## config.mk

```make
export PLATFORM = sky130hd
export DESIGN_NAME = noc_fifo_rx_port
export DESIGN_NICKNAME = d
export VERILOG_FILES = /design/src/rtl/noc_fifo_pkg.sv /design/src/rtl/noc_fifo_rx_skid.sv /design/src/rtl/util_sync.sv /design/src/rtl/noc_fifo_rx_port.sv
export SDC_FILE = /design/constraint.sdc
export NUM_CORES = 1
export LEC_CHECK = 0
export BUFFER_PORTS_ARGS = -buffer_cell sky130_fd_sc_hd__clkbuf_2
export CAP_MARGIN = 40
export CORE_MARGIN = 1
export CORE_UTILIZATION = 40
export CTS_BUF_LIST = sky130_fd_sc_hd__clkbuf_2 sky130_fd_sc_hd__clkbuf_4 sky130_fd_sc_hd__clkbuf_8
export CTS_CLUSTER_SIZE = 24
export DETAILED_ROUTE_END_ITERATION = 10
export PLACE_DENSITY_LB_ADDON = 0.1
export SLEW_MARGIN = 20
export SYNTH_ARGS = -nofsm -noshare
export SYNTH_HDL_FRONTEND = slang
export SYNTH_SLANG_ARGS = --single-unit
```

## constraint.sdc

```tcl
create_clock -name clk_i -period 3.6 [get_ports clk_i]
set_input_delay 0 -clock clk_i [delete_from_list [all_inputs] [get_ports clk_i]]
set_output_delay 0 -clock clk_i [all_outputs]
set_load 0.02 [all_outputs]
```

## src/rtl/noc_fifo_pkg.sv

```systemverilog
// Shared definitions for both ends of the NoC-to-tile asynchronous packet FIFO.
// Gray helpers work on 32-bit values; callers cast the result to their pointer width.
package noc_fifo_pkg;

    localparam int unsigned NOC_FIFO_AWIDTH = 3;
    localparam int unsigned NOC_FIFO_PTR_W  = NOC_FIFO_AWIDTH + 1;

    typedef logic [NOC_FIFO_PTR_W-1:0] noc_fifo_ptr_t;

    function automatic logic [31:0] bin2gray(input logic [31:0] b);
        return b ^ (b >> 1);
    endfunction

    // Zero-extended inputs make the MSB-first prefix XOR width-independent.
    function automatic logic [31:0] gray2bin(input logic [31:0] g);
        logic [31:0] b;
        b[31] = g[31];
        for (int i = 30; i >= 0; i--) begin
            b[i] = b[i+1] ^ g[i];
        end
        return b;
    endfunction

endpackage

```

## src/rtl/noc_fifo_rx_skid.sv

```systemverilog
// Two-entry FIFO-ordered valid/ready buffer feeding tile logic from the read port.
module noc_fifo_rx_skid #(
    parameter int unsigned Width = 8
) (
    input  logic             clk_i,
    input  logic             reset_i,
    input  logic             push_i,
    input  logic [Width-1:0] data_i,
    input  logic             pop_i,
    output logic [Width-1:0] data_o,
    output logic             valid_o,
    output logic [1:0]       count_o
);

    logic [Width-1:0] mem_q [2];
    logic [Width-1:0] mem_d [2];
    logic             rd_idx_q, rd_idx_d;
    logic [1:0]       count_q, count_d;
    logic             do_pop, do_push, wr_idx;

    always_comb begin
        do_pop  = pop_i && (count_q != 2'd0);
        do_push = push_i && ((count_q != 2'd2) || do_pop);
        // With count 2 the free slot is the one being popped, i.e. rd_idx itself.
        wr_idx  = rd_idx_q ^ count_q[0];

        mem_d    = mem_q;
        rd_idx_d = rd_idx_q;
        count_d  = count_q;
        if (do_push) begin
            mem_d[wr_idx] = data_i;
        end
        if (do_pop) begin
            rd_idx_d = ~rd_idx_q;
        end
        case ({do_push, do_pop})
            2'b10:   count_d = count_q + 2'd1;
            2'b01:   count_d = count_q - 2'd1;
            default: count_d = count_q;
        endcase
    end

    always_ff @(posedge clk_i) begin
        if (reset_i) begin
            mem_q[0] <= '0;
            mem_q[1] <= '0;
            rd_idx_q <= 1'b0;
            count_q  <= 2'd0;
        end else begin
            mem_q[0] <= mem_d[0];
            mem_q[1] <= mem_d[1];
            rd_idx_q <= rd_idx_d;
            count_q  <= count_d;
        end
    end

    assign data_o  = mem_q[rd_idx_q];
    assign valid_o = (count_q != 2'd0);
    assign count_o = count_q;

endmodule

```

## src/rtl/util_sync.sv

```systemverilog
// Multi-flop synchroniser for a Gray-coded bus crossing into the local clock domain.
module util_sync #(
    parameter int unsigned Width  = 4,
    parameter int unsigned Stages = 2
) (
    input  logic             clk_i,
    input  logic             reset_i,
    input  logic [Width-1:0] d_i,
    output logic [Width-1:0] q_o
);

    logic [Width-1:0] stage_q [Stages];
    logic [Width-1:0] stage_d [Stages];

    always_comb begin
        stage_d[0] = d_i;
        for (int i = 1; i < int'(Stages); i++) begin
            stage_d[i] = stage_q[i-1];
        end
    end

    always_ff @(posedge clk_i) begin
        for (int i = 0; i < int'(Stages); i++) begin
            if (reset_i) begin
                stage_q[i] <= '0;
            end else begin
                stage_q[i] <= stage_d[i];
            end
        end
    end

    assign q_o = stage_q[Stages-1];

endmodule

```

## src/rtl/noc_fifo_rx_port.sv

```systemverilog
// Tile-side read end of the NoC-to-tile async packet FIFO: pointer sync, status,
// fetch from storage and a 2-entry valid/ready output buffer.
module noc_fifo_rx_port
    import noc_fifo_pkg::*;
#(
    parameter int unsigned AWIDTH      = NOC_FIFO_AWIDTH,
    parameter int unsigned PACKET_SIZE = 1,
    parameter int unsigned SYNC_STAGES = 2
) (
    input  logic                   clk_i,
    input  logic                   reset_i,
    input  logic [PACKET_SIZE-1:0] fifo_data_i,
    input  logic [AWIDTH:0]        fifo_waddr_i,
    output logic [AWIDTH:0]        fifo_raddr_o,
    output logic [PACKET_SIZE-1:0] packet_o,
    output logic                   packet_valid_o,
    input  logic                   packet_ready_i,
    output logic [AWIDTH:0]        fill_level_o,
    output logic                   empty_o,
    output logic                   err_o
);

    localparam int unsigned PtrW = AWIDTH + 1;

    logic [PtrW-1:0] wsync_gray, wsync_bin, level;
    logic [PtrW-1:0] rptr_bin_q, rptr_bin_d;
    logic [PtrW-1:0] raddr_q, raddr_d;
    logic [PtrW-1:0] fill_q, fill_d;
    logic            empty_q, empty_d;
    logic            err_q, err_d;
    logic            empty, overflow, fetch;
    logic [1:0]      buf_count;

    util_sync #(
        .Width  (PtrW),
        .Stages (SYNC_STAGES)
    ) u_wptr_sync (
        .clk_i   (clk_i),
        .reset_i (reset_i),
        .d_i     (fifo_waddr_i),
        .q_o     (wsync_gray)
    );

    always_comb begin
        wsync_bin = PtrW'(gray2bin(32'(wsync_gray)));
        empty     = (wsync_gray == PtrW'(bin2gray(32'(rptr_bin_q))));
        level     = wsync_bin - rptr_bin_q;
        // level > 2^AWIDTH: top bit set with any lower bit also set.
        overflow  = level[AWIDTH] && (|level[AWIDTH-1:0]);
        // Only registered buffer occupancy gates the fetch; no path from packet_ready_i.
        fetch     = !empty && !err_q && !overflow && (buf_count != 2'd2);

        rptr_bin_d = fetch ? rptr_bin_q + PtrW'(1) : rptr_bin_q;
        raddr_d    = PtrW'(bin2gray(32'(rptr_bin_d)));
        err_d      = err_q | overflow;
        fill_d     = level;
        empty_d    = empty;
    end

    always_ff @(posedge clk_i) begin
        if (reset_i) begin
            rptr_bin_q <= '0;
            raddr_q    <= '0;
            fill_q     <= '0;
            empty_q    <= 1'b1;
            err_q      <= 1'b0;
        end else begin
            rptr_bin_q <= rptr_bin_d;
            raddr_q    <= raddr_d;
            fill_q     <= fill_d;
            empty_q    <= empty_d;
            err_q      <= err_d;
        end
    end

    noc_fifo_rx_skid #(
        .Width (PACKET_SIZE)
    ) u_skid (
        .clk_i   (clk_i),
        .reset_i (reset_i),
        .push_i  (fetch),
        .data_i  (fifo_data_i),
        .pop_i   (packet_ready_i),
        .data_o  (packet_o),
        .valid_o (packet_valid_o),
        .count_o (buf_count)
    );

    assign fifo_raddr_o = raddr_q;
    assign fill_level_o = fill_q;
    assign empty_o      = empty_q;
    assign err_o        = err_q;

endmodule

```

After elaboration in Yosys (flattened, before gate mapping)
Memory sizes are Yosys's and may differ from the RTL's.
Cells that the tools add are included.
{"block": "classes", "add_sub_neg": 4, "n_lt_le_gt_ge": 3, "eq_ne": 4, "n_mux": 13, "bitwise": 12, "n_reduce_logical": 14}
{"op": "2-to-1 mux 4 bit", "count": 3}
{"op": "XOR 4 x 3 -> 4 bit", "count": 2}
{"op": "logical AND 1 bit", "count": 7}
{"op": "2-to-1 mux 1 bit", "count": 7}
{"op": "adder 4 x 1 -> 4 bit (second input constant)", "count": 1}
{"op": "equality test 4 bit", "count": 1}
{"op": ">= comparator 2 bit (second input constant)", "count": 2}
{"op": "inverter 1 -> 2 bit", "count": 2}
{"op": "one-hot mux 2 bit (2 select lines)", "count": 1}
{"op": "nonzero test 2 bit", "count": 2}
{"op": "subtractor 4 bit", "count": 1}
{"op": "XOR 1 bit", "count": 4}
{"op": "logical NOT 1 bit", "count": 3}
{"op": "bitwise OR 1 bit", "count": 3}
{"op": "OR reduction 3 bit", "count": 1}
{"op": "adder 2 x 1 -> 2 bit (second input constant)", "count": 1}
{"op": "bitwise mux 2 bit", "count": 1}
{"op": "equality test 2 x 1 -> 1 bit (second input constant)", "count": 1}
{"op": "equality test 2 bit (second input constant)", "count": 1}
{"op": "less-than comparator 2 x 1 -> 1 bit (second input constant)", "count": 1}
{"op": "!= test 2 bit (second input constant)", "count": 1}
{"op": "subtractor 2 x 1 -> 2 bit (second input constant)", "count": 1}
{"op": "demux 1 bit (select 1 bit)", "count": 1}
{"op": "logical OR 1 bit", "count": 1}
{"op": "inverter 1 bit", "count": 1}
{"block": "totals", "regBits": 19, "ram_bits": 8, "inputBits": 8, "n_memories": 1}
{"name": "u_wptr_sync.stage_q", "depth": 2, "word_bits": 4, "rd": 2, "rd_clocked_by_memory_dff": 0, "wr": 2, "line_no": "util_sync.sv:12", "text": "logic [Width-1:0] stage_q [Stages];"}

Depth between registers and ports, before layout
{"block": "logic_depth", "depth_word": 12, "ltp_mapped": 13, "depth_no_buf": 13}

Hierarchy
From an unflattened synthesis, not the netlist that was laid out.
{"block": "unflattened", "cells_unflattened": 133, "area_unflattened_um2": 1295.0}
{"mod": "noc_fifo_rx_port", "instances": 1, "cells_each": 88, "area_per_inst_um2": 797.0, "seq_area_each_um2": 260.2}
{"mod": "noc_fifo_rx_skid", "instances": 1, "cells_each": 29, "area_per_inst_um2": 287.8, "seq_area_each_um2": 100.1}
{"mod": "util_sync", "instances": 1, "cells_each": 16, "area_per_inst_um2": 210.2, "seq_area_each_um2": 160.2}

Worst setup path after synthesis
OpenSTA, ideal clock, no wires.
{"block": "synth_timing", "kind": "flip-flop to flip-flop", "startpoint": "memory u_wptr_sync.stage_q[1][3]", "endpoint": "register u_skid.count_q[1], in the netlist u_skid.count_o[1]", "setup_ns": 0.071, "arrival_ns": 3.009, "t_required_ns": 3.529, "setup_slack_ns": 0.520, "path_stages_with_launch": 13, "path_buffers": 0, "synth_period_minus_slack_ns": 3.080, "path_cell_list": "dfxtp_1 xor2_1 xnor2_1 xor2_1 ha_1 fa_1 xor2_1 nand3_1 a31oi_4 nand2_4 ha_1 or3_1 a21oi_1"}
{"element": "start, declared", "line_no": "util_sync.sv:12"}
{"element": "end signal, assigned", "line_no": "noc_fifo_rx_skid.sv:53", "text": "count_q <= count_d;"}
{"element": "end, declared", "line_no": "noc_fifo_rx_skid.sv:18", "text": "logic [1:0] count_q, count_d;"}

==> results.md <==
| Group | Parameter | Value |
| --- | --- | --- |
| power and ir drop | Net switching component of the power | 0.459 mW |
| clocking | Insertion delay to the later sink of the worst-skew pair | 0.32 ns |
| floorplan | Chip height | 58.4 um |
| hold path | Path class of the lowest-slack min-delay path | input pin to register |
| power and ir drop | Design internal power | 0.697 mW |
| timing | Peak Freq | 0.308 GHz |
| cells and area | Layout cell share with drive strength beyond 1 | 22.2% |
| run status | Outcome | finished clean |
| global routing | Global-route layer with the greatest usage | met2 |
| timing | Count of final max-slew check failures | 0 |
| clocking | CTS max path bufs | 2 |
| clocking | Post-CTS repair timing setup buffer count | 0 |
| cells and area | Total number of nets in the final design | 169 |
| detailed routing | DRC errors left | 0 |
| power and ir drop | Power share of the combinational group | 47.8% |
| placement | Post-DP HPWL | 1.69 mm |
| timing | Least setup slack across all paths after layout | 0.354 ns |
| power and ir drop | Leakage power | 0.645 nW |
| yosys | Synthesized net count | 143 |
| detailed routing | Number of vias per cell | 4.95 |
| global routing | Largest net degree at the start of global routing | 34 |
| timing | Final critical delay including setup and external delays | 3.25 ns |
| timing | Final setup fails | 0 |
| floorplan | Initial Utilization | 42.1% |
| hold path | Worst min-delay path startpoint | packet_ready_i |
| global routing | Via count of the first global-routing pass | 928 |
| global routing | Total gr overflow | 0 |
| global routing | Overall track demand over capacity in global routing | 15.4% |
| setup path | Launching element type of the critical path | register |
| power and ir drop | Power share of the sequential group | 35.2% |
| placement | Weighted congestion reported at the end of routability-driven placement | 0.814 |
| setup path | Endpoint type of the worst setup path | register |
| placement | Post-Place Cells | 188 |
| timing | Setup TNS Final | 0 ns |
| floorplan | Std-Cell Core Area | 3030 um2 |
| clocking | Cell at the root of the clock tree | sky130_fd_sc_hd__clkbuf_4 |
| run | Max-cap violations | 0 |
| clocking | Clock slew seen by the registers of the worst setup and hold paths | 0.14 ns |
| yosys | Mean cell area of the mapped netlist | 9.95 um2 |
| power and ir drop | Power density of the placed cells | 763 nW/um2 |
| detailed routing | Iteration count of the initial detailed-routing pass | 4 |
| power and ir drop | Clock network power share | 17.0% |
| detailed routing | Via total after detailed routing | 976 |
| yosys | Post-synth design cell area | 1270 um2 |
| timing | Actual transition at the worst max-transition pin | 0.591 ns |
| setup path | Internal reg-to-reg setup slack | 0.35 ns |
| detailed routing | Avg WL per Cell | 11.4 um |
| cells and area | Count of antenna diodes in the layout | 0 |
| timing | Unrepaired setup endpoints after global routing | no |
| cells and area | Post-route design area | 1520 um2 |
| global routing | GR Util met1 | 17.0% |
| setup path | Critical path startpoint | u_wptr_sync.stage_q[1][3] |
| setup path | Startpoint of the worst-slack reg-to-reg timing path | u_wptr_sync.stage_q[1][3] |
| cells and area | Filler-free cell count of the finished design | 197 |
| global routing | Number of antenna violations at the first check in global routing | 0 |
| clocking | Count of clock tree sinks | 26 |
| clocking | H-Tree Depth | 1 |
| setup path | Critical Path AT | 3.51 ns |
| timing | Clock tree skew after final layout | 0.0112 ns |
| yosys | Count of state elements after synthesis | 26 |
| detailed routing | Number of nets with antenna violations after detailed routing | 0 |
| floorplan | Width of the die | 58.4 um |
| floorplan | I/O pin count | 20 |
| detailed routing | Post-detailed-routing wire length | 2.24 mm |
| setup path | Maximum fanout along the worst path | 4 |
| timing | Number of hold-slack violations in the final timing report | 0 |
| yosys | Synthesized instance count | 128 |
| yosys | Yosys synthesis warning count | 0 |
| floorplan | Row cnt | 20 |
| global routing | Fraction of met2 tracks used by global routing | 26.8% |
| timing | Part of the cycle the worst path needs | 90.2% |
| placement | Count of buffers from port buffering | 19 |
| detailed routing | Number of DRC violations after detailed-routing iteration 0 | 9 |
| floorplan | Die area | 3410 um2 |
| global routing | First-pass GRT wire length | 3.93 mm |
| setup path | Critical path required time | 3.86 ns |
| cells and area | Post-synthesis to final-layout area growth | 19.0% |
| global routing | Met3 track utilization from global routing | 5.49% |
| placement | Area post-placement | 1410 um2 |
| timing | Worst rel slew slack | 60.6% |
| power and ir drop | Switching share of power | 39.7% |
| yosys | Number of unique standard cell types used by synthesis | 37 |
| clocking | TritonCTS clock tree | done |
| setup path | Type of the setup path with the least slack | register to register |
| clocking | Number of clock buffers inserted by TritonCTS | 3 |
| cells and area | Filler Cells Inserted | 298 |
| yosys | Post-synthesis sequential area ratio | 40.9% |
| placement | Setup Slack @ Placement | 0.355 ns |
| power and ir drop | Worst IR Drop VDD | 0.000448 V |
## critical path: stages, from the launching register on
cell                      delay [ns]
sky130_fd_sc_hd__dfxtp_1        0.42
sky130_fd_sc_hd__xor2_1         0.24
sky130_fd_sc_hd__xnor2_1        0.25
sky130_fd_sc_hd__xor2_1         0.13
sky130_fd_sc_hd__ha_1           0.24
sky130_fd_sc_hd__fa_1           0.38
sky130_fd_sc_hd__xor2_1         0.18
sky130_fd_sc_hd__nand3_1        0.18
sky130_fd_sc_hd__a31oi_4        0.26
sky130_fd_sc_hd__nand2_4        0.08
sky130_fd_sc_hd__ha_1           0.33
sky130_fd_sc_hd__or3_1          0.35
sky130_fd_sc_hd__a21oi_1        0.14
## what timing repair did
item,4_1_cts,5_1_grt
hold endpoints to repair,6,0
hold buffers,5,0
gates resized for setup,0,0
## state kept, by name, indices dropped and copies added, names as in the netlist, 2 cells and up
signal,count
u_wptr_sync.stage_q,8
u_skid.mem_q,2
fill_level_o,4
rptr_bin_q,4
u_skid.count_o,2
fifo_raddr_o,3
## Yosys cell counts
cell type                  number  area share (%)
sky130_fd_sc_hd__o21ai_0        4             1.6
sky130_fd_sc_hd__nor2b_1        9             4.4
sky130_fd_sc_hd__fa_1           1             1.6
sky130_fd_sc_hd__nor3_1         6             2.4
sky130_fd_sc_hd__mux2_2         2             1.8
sky130_fd_sc_hd__clkbuf_1       2            0.59
sky130_fd_sc_hd__nand2_4        1            0.88
sky130_fd_sc_hd__o311ai_1       2             1.4
sky130_fd_sc_hd__a21oi_1        3             1.2
sky130_fd_sc_hd__xor2_1         6             4.1
sky130_fd_sc_hd__xnor2_1        9             6.2
sky130_fd_sc_hd__a31o_2         1            0.69
sky130_fd_sc_hd__buf_1          1            0.29
sky130_fd_sc_hd__nand2_1        3            0.88
sky130_fd_sc_hd__a41o_1         1            0.79
sky130_fd_sc_hd__nand2b_1       4             2.0
sky130_fd_sc_hd__and3b_1        2             1.4
sky130_fd_sc_hd__inv_1          4             1.2
sky130_fd_sc_hd__dfxtp_1       26              41
sky130_fd_sc_hd__a32oi_2        1             1.3
sky130_fd_sc_hd__buf_4          1            0.59
sky130_fd_sc_hd__mux2i_1        3             2.4
sky130_fd_sc_hd__or3_1          2            0.98
sky130_fd_sc_hd__ha_1           6             5.9
sky130_fd_sc_hd__a31oi_1        2            0.98
sky130_fd_sc_hd__or3_4          1            0.88
sky130_fd_sc_hd__or2_2          2            0.98
sky130_fd_sc_hd__a32o_1         1            0.79
sky130_fd_sc_hd__a31o_4         1             1.4
sky130_fd_sc_hd__nand3_1        4             1.6
sky130_fd_sc_hd__and2_1         1            0.49
sky130_fd_sc_hd__nor3b_1        2             1.2
sky130_fd_sc_hd__a21o_1         1            0.59
sky130_fd_sc_hd__nand4_1        2            0.98
sky130_fd_sc_hd__o22ai_1        2            0.98
sky130_fd_sc_hd__nor2_1         8             2.4
sky130_fd_sc_hd__a31oi_4        1             1.7
## through the flow
stage | hold WS, ns | total power [mW] | util, %
finish | 0.0785 | 1.16 | 50.0
global route | 0.0708 | 1.25 | 50.0
CTS | 0.0610 | 1.17 | 50.0
detailed placement | 0.218 | 0.960 | 46.7
global placement | 0.207 | 0.956 | 46.7
floorplan | 0.128 | 0.825 | -
## cell usage in the layout, fill, tap and decap left out, drive strengths merged, types with 3 or more instances in the layout
master,instances
xnor2,9
dlygate4sd3,5
nand2b,4
nor2b,9
xor2,6
nand3,4
nand2,4
dfxtp,26
ha,6
nor2,8
a21oi,3
mux2i,3
o21ai,4
nor3,6
or3,3
clkbuf,22
inv,4
a31oi,3
## layer usage
layer	up-vias	share of wire [%]	routed length, um
met5	-	0	0
li1	501	-	-
met3	6	3.5	78
met1	451	46	1020
met2	18	49	1100
met4	0	1.8	40
## layout make-up
| type | count | area [um2] | share of cell area [%] |
|---|---|---|---|
| Tap cell | 44 | 55.1 | 3.63 |
| Timing Repair Buffer | 25 | 153 | 10.1 |
| Clock inverter | 1 | 30.0 | 1.98 |
| Sequential cell | 26 | 520 | 34.4 |
| Multi-Input combinational cell | 94 | 719 | 47.5 |
| Inverter | 4 | 15.0 | 0.991 |
| Clock buffer | 3 | 22.5 | 1.49 |
## power groups by stage
| stage | Combinational (mW) | Sequential (mW) | Clock (mW) |
|---|---|---|---|
| floorplan | 0.382 | 0.443 | 0 |
| global placement | 0.542 | 0.414 | 0 |
| detailed placement | 0.548 | 0.413 | 0 |
| CTS | 0.555 | 0.407 | 0.205 |
| global route | 0.621 | 0.416 | 0.216 |
| finish | 0.552 | 0.407 | 0.197 |
## logic make-up (layout without fill, tap and decap cells)
kind of cell | Yosys count | after routing | synth area share [%]
AO/OA/AOI/OAI | 20 | 20 | 13.3
buffers and inverters | 8 | 33 | 2.65
XOR/XNOR | 15 | 15 | 10.3
flip-flops | 26 | 26 | 40.9
adder cells (fa/ha/maj) | 7 | 7 | 7.47
AND/OR/NAND/NOR | 47 | 47 | 21.3
multiplexers | 5 | 5 | 4.13
## worst paths after layout
path                            cells after the start                        end
worst min register to register                      1  u_wptr_sync.stage_q[1][1]
worst max-delay path                               12          u_skid.count_o[1]
worst min-delay path                                4            u_skid.rd_idx_q
worst max register to register                     12          u_skid.count_o[1]
No activity file was read; power rests on OpenSTA's default activity.
